[src/rtl/reg_tag_file.sv]
// Architectural register file with per-register rename tags, used by an
// out-of-order core. Each register holds a value, a busy bit and the
// reorder-buffer tag of the pending producer. Reads are combinational with
// a commit bypass. busy_cnt tracks how many registers are currently busy.
module reg_tag_file #(
  parameter int unsigned XLEN  = 32,
  parameter int unsigned NREG  = 32,
  parameter int unsigned TAG_W = 4,
  parameter int unsigned NRD   = 2,
  localparam int unsigned AW   = $clog2(NREG)
) (
  input  logic                  clk_in,
  input  logic                  rst_in,
  input  logic                  rdy_in,
  input  logic                  flush_in,
  input  logic                  ren_en,
  input  logic [AW-1:0]         ren_addr,
  input  logic [TAG_W-1:0]      ren_tag,
  input  logic                  cmt_en,
  input  logic [AW-1:0]         cmt_addr,
  input  logic [TAG_W-1:0]      cmt_tag,
  input  logic [XLEN-1:0]       cmt_data,
  input  logic [NRD*AW-1:0]     rd_addr,
  output logic [NRD*XLEN-1:0]   rd_data,
  output logic [NRD-1:0]        rd_busy,
  output logic [NRD*TAG_W-1:0]  rd_tag,
  output logic [AW:0]           busy_cnt
);

  logic [XLEN-1:0]  r_value [NREG];
  logic [TAG_W-1:0] r_tag   [NREG];
  logic [NREG-1:0]  r_busy;
  logic [AW:0]      r_busy_cnt;

  logic             w_ren_ok;
  logic             w_cmt_ok;
  logic             w_cmt_hit;
  logic             w_inc;
  logic             w_dec;
  logic [AW:0]      w_busy_cnt_d;

  // Qualify requests and derive the incremental busy-count update
  always_comb begin
    w_ren_ok  = ren_en && (ren_addr != '0) && !flush_in;
    w_cmt_ok  = cmt_en && (cmt_addr != '0);
    w_cmt_hit = w_cmt_ok && r_busy[cmt_addr] && (r_tag[cmt_addr] == cmt_tag);
    w_inc     = w_ren_ok && !r_busy[ren_addr];
    // A matched commit overtaken by a same-address rename leaves the reg busy
    w_dec     = w_cmt_hit && !(w_ren_ok && (ren_addr == cmt_addr));
    w_busy_cnt_d = r_busy_cnt;
    if (flush_in) begin
      w_busy_cnt_d = '0;
    end else if (w_inc && !w_dec) begin
      w_busy_cnt_d = r_busy_cnt + (AW+1)'(1);
    end else if (w_dec && !w_inc) begin
      w_busy_cnt_d = r_busy_cnt - (AW+1)'(1);
    end
  end

  // Register state: value write on commit, then flush or commit-clear/rename
  always_ff @(posedge clk_in or negedge rst_in) begin
    if (!rst_in) begin
      for (int i = 0; i < int'(NREG); i++) begin
        r_value[i] <= '0;
        r_tag[i]   <= '0;
      end
      r_busy     <= '0;
      r_busy_cnt <= '0;
    end else if (rdy_in) begin
      if (w_cmt_ok) begin
        r_value[cmt_addr] <= cmt_data;
      end
      if (flush_in) begin
        for (int i = 0; i < int'(NREG); i++) begin
          r_tag[i] <= '0;
        end
        r_busy <= '0;
      end else begin
        if (w_cmt_hit) begin
          r_busy[cmt_addr] <= 1'b0;
          r_tag[cmt_addr]  <= '0;
        end
        // Later assignment lets a same-address rename win over the commit
        if (w_ren_ok) begin
          r_busy[ren_addr] <= 1'b1;
          r_tag[ren_addr]  <= ren_tag;
        end
      end
      r_busy_cnt <= w_busy_cnt_d;
    end
  end

  // Combinational read ports with commit bypass; x0 is hardwired to zero
  always_comb begin
    rd_data = '0;
    rd_busy = '0;
    rd_tag  = '0;
    for (int k = 0; k < int'(NRD); k++) begin
      logic [AW-1:0] a;
      a = rd_addr[k*AW +: AW];
      if (a != '0) begin
        if (r_busy[a] && cmt_en && (cmt_addr == a) && (cmt_tag == r_tag[a])) begin
          rd_data[k*XLEN +: XLEN] = cmt_data;
        end else begin
          rd_data[k*XLEN +: XLEN] = r_value[a];
          rd_busy[k]              = r_busy[a];
          rd_tag[k*TAG_W +: TAG_W] = r_busy[a] ? r_tag[a] : '0;
        end
      end
    end
  end

  assign busy_cnt = r_busy_cnt;

endmodule

[config.mk]
export PLATFORM = sky130hd
export DESIGN_NAME = reg_tag_file
export DESIGN_NICKNAME = d
export VERILOG_FILES = /design/src/rtl/reg_tag_file.sv
export SDC_FILE = /design/constraint.sdc
export NUM_CORES = 2
export LEC_CHECK = 0
export BUFFER_PORTS_ARGS = -buffer_cell sky130_fd_sc_hd__buf_2
export CAP_MARGIN = 20
export CORE_UTILIZATION = 58
export CTS_CLUSTER_SIZE = 25
export DETAILED_ROUTE_END_ITERATION = 16
export GPL_TIMING_DRIVEN = 0
export HOLD_SLACK_MARGIN = 0.1
export PLACE_DENSITY = 0.79
export RECOVER_POWER = 50
export REMOVE_ABC_BUFFERS = 1
export SETUP_SLACK_MARGIN = 0.4
export SLEW_MARGIN = 20
export SYNTH_ARGS = -nofsm -noshare
export SYNTH_HDL_FRONTEND = slang
export SYNTH_SLANG_ARGS = --single-unit
[constraint.sdc]
create_clock -name clk_in -period 3.7 [get_ports clk_in]
set_input_delay 0 -clock clk_in [delete_from_list [all_inputs] [get_ports clk_in]]
set_output_delay 0 -clock clk_in [all_outputs]
set_load 0.005 [all_outputs]
==> summary.md <==
| Metric | Value |
|---|---|
| Crit path arrival time | `4970 ps` |
| Final worst setup slack | `-664 ps` |
| Layout Skew | `55.0 ps` |
| Final hold slack | `93.1 ps` |
| Worst-Margin Slew | `2410 ps` |
| Max Slew Vio Count | `463` |
| PwrDens | `455 nW/um^2` |
| R2R cell count | `20` |
| Status | `finished, violations left` |
| Via count | `45496` |
| CTS tree | `done` |
| Fill cells | `6862` |
| Initial antenna violation count | `8` |
| H-Tree Depth | `4` |
| Worst skew pair latency | `780 ps` |
| Endpoint class of the critical path | `flop` |
| Global-route wire length before repair | `302000 um` |
| Post-synth top area cell | `dfrtp_1` |
| Post-synth ARST share | `100%` |
| Antenna Violating Nets Remaining | `0` |
| Largest cells by area after synthesis | `dfrtp_1, mux4_2, mux2_2` |
| Core area | `113000 sq um` |
| Routed vias/inst | `7.53` |
| Full die area | `116000 sq um` |
| Root Driver | `clkbuf_16` |
| First-pass detailed-route iteration total | `7` |
| Maximum VDD drop | `0.452 mV` |
| Synth Flop Type | `dfrtp_1` |
| Max frequency | `0.229 GHz` |
| CTS buffer count | `131` |
| IO buf count | `145` |
| Boundary Pins | `146` |
| Hold Vio Cnt, Final | `0` |
| Hold Crit Class | `in -> async` |
| Setup TNS | `-124140 ps` |
| Area delta synth->final | `17.6%` |
| Max transition margin | `-60.8%` |
| Nets | `4508` |
| Reg2Reg Launch Point | `r_tag[96]$_DFFE_PN0P_` |
| RSZ-0062 raised after global routing | `true` |
| Global route overflow | `0` |
| Routed WL | `210000 um` |
| Number of global-route vias before repair | `46032` |
| Failing checks | `max-capacitance violations, max-slew violations, negative setup slack` |
| Number of flops mapped to enable cells by yosys | `0` |
| Crit-path max FO | `7` |
| Leak Pwr | `0.0334 uW` |
| Share of layout cells above drive strength 1 | `57.1%` |
| Routed wire per std cell | `34.7 um` |
| Final setup violation count | `534` |
| Site Rows | `123` |
| Die Wd | `340 um` |
| Die H | `340 um` |
| Most common cell after layout, fill and taps aside | `dfrtp_1` |
| Clock Sinks | `1190` |
| Mapped Area | `66300 sq um` |
| GPL Wtd Cong | `0.926` |
| Cells after synthesis | `4374` |
| Clock Pin Slew Worst Setup and Hold Paths | `70 ps` |
| Netlist cell types | `55` |
| Post-synth top area share | `44.9%` |
| Synth Warn # | `0` |
| Req. time, crit path | `4300 ps` |
| Post-route minimum period | `4360 ps` |
| Post-DP HPWL | `122000 um` |
| Power, Total | `35400 uW` |
| Reg-to-reg setup timing slack | `-660 ps` |
| Longest Clk Path Bufs | `3` |
| Area after DPL | `70100 sq um` |
| Crit Path Category | `reg -> reg` |
| DR DRC count | `0` |
| Setup crit start kind | `flop` |
| Avg Cell Area, Syn | `15.1 sq um` |
| Seq/Total Area, Yosys | `44.9%` |
| Commonest non-fill, non-tap cells in the layout | `dfrtp_1, mux2_2, mux4_2` |
| FF-to-FF End | `r_tag[12]$_DFFE_PN0P_` |
| Max-cap viol count | `5` |
| GRT Overall Usage | `35.4%` |
| Synth Register Bits | `1190` |
| Largest net degree at the start of global routing | `142` |
| Crit share post-route | `118%` |
| Initial Util | `58.7%` |
| Post-route cell area | `77900 sq um` |
| DRT iter0 DRCs | `5994` |
how the worst max path moves through the flow:
stage                     startpoint                       end  slack [ps]  depth (start not counted)
6_report       r_tag[96]$_DFFE_PN0P_     r_tag[12]$_DFFE_PN0P_        -660                         20
5_1_grt        r_tag[19]$_DFFE_PN0P_     r_tag[46]$_DFFE_PN0P_        -630                         19
3_3_place_gp                  rst_in  r_value[535]$_DFFE_PN0P_      -23400                          1
3_5_place_dp             cmt_addr[3]   busy_cnt[5]$_DFFE_PN0P_       -1840                         18
4_1_cts        r_tag[17]$_DFFE_PN0P_               rd_data[16]        -530                         14
2_1_floorplan  r_tag[48]$_DFFE_PN0P_   busy_cnt[5]$_DFFE_PN0P_       -1080                         16
area by class of cell:
class | instances | area, sq um | area share [%]
multi-input combinational | 2562 | 35900 | 46.0
sequential | 1190 | 29800 | 38.2
timing repair buffer | 415 | 5450 | 6.99
clock buffer | 188 | 3710 | 4.77
tap | 1500 | 1880 | 2.41
clock inverter | 44 | 703 | 0.903
inverter | 137 | 515 | 0.662
antenna | 4 | 10.0 | 0.0128
state kept, by name, summed over array words and instances (netlist names):
signal,flops
r_tag,128
r_busy,32
r_value,1024
busy_cnt,6
routing by layer:
metal / vias up / wire length [um] / global-route usage [%]
li1: 17198 / - / -
met1: 23911 / 76400 / 48.2
met2: 3423 / 96900 / 53.4
met3: 954 / 23100 / 9.36
met4: 10 / 13100 / 17.4
met5: - / 57 / 0
report_power, final:
group	total, uW	switching [uW]	internal, uW	leakage, uW
Combinational	6270	2650	3620	0.0153
Sequential	15600	1140	14500	0.0160
Clock	13600	5660	7900	0.00215
logic make-up after synthesis:
group / Yosys count / share of synthesized area (%)
buf+inv: 622 / 3.77
fa+ha+maj: 5 / 0.106
xor+xnor: 27 / 0.357
mux: 1920 / 45.4
simple gates: 274 / 2.12
flops: 1190 / 44.9
compound gates: 336 / 3.35
synth_stat cells (65+ instances only):
cell type	number
buf_1	101
mux4_2	762
clkbuf_1	305
buf_2	66
nor2_1	78
o21ai_0	65
dfrtp_1	1190
mux2i_1	132
inv_1	136
nand2_1	86
o22ai_1	149
mux2_2	1025
stage by stage:
step | setup WS (ps) | util (%) | instances
after detailed placement | -1840 | 62.1 | 5656
after global routing | -632 | 69.1 | 6037
after floorplan | -1080 | - | 3889
after CTS | -533 | 67.8 | 5989
final | -664 | 69.1 | 6040
after global placement | -23400 | 59.3 | 5534
critical path, cell delays in order (launching register included):
cell	delay, ps
dfrtp_1	470
mux2i_4	270
o22ai_2	130
or4_4	570
or3_4	350
a2111oi_4	510
buf_6	180
buf_6	90
buf_6	80
buf_6	80
buf_6	90
buf_6	90
buf_6	80
buf_6	90
buf_12	120
buf_8	110
buf_16	150
a41oi_4	150
a21oi_2	270
buf_6	180
o22ai_1	100
timing repair:
| item | 4_1_cts | 5_1_grt |
|---|---|---|
| pin swaps | 62 | 119 |
| endpoints found under the setup margin | 334 | 235 |
| gates cloned | 7 | 2 |
| hold endpoints to repair | 1717 | 104 |
| setup buffers | 45 | 42 |
| hold buffers | 49 | 1 |
| resized for setup | 179 | 240 |
Note: power is estimated with default switching activity, not from simulation.
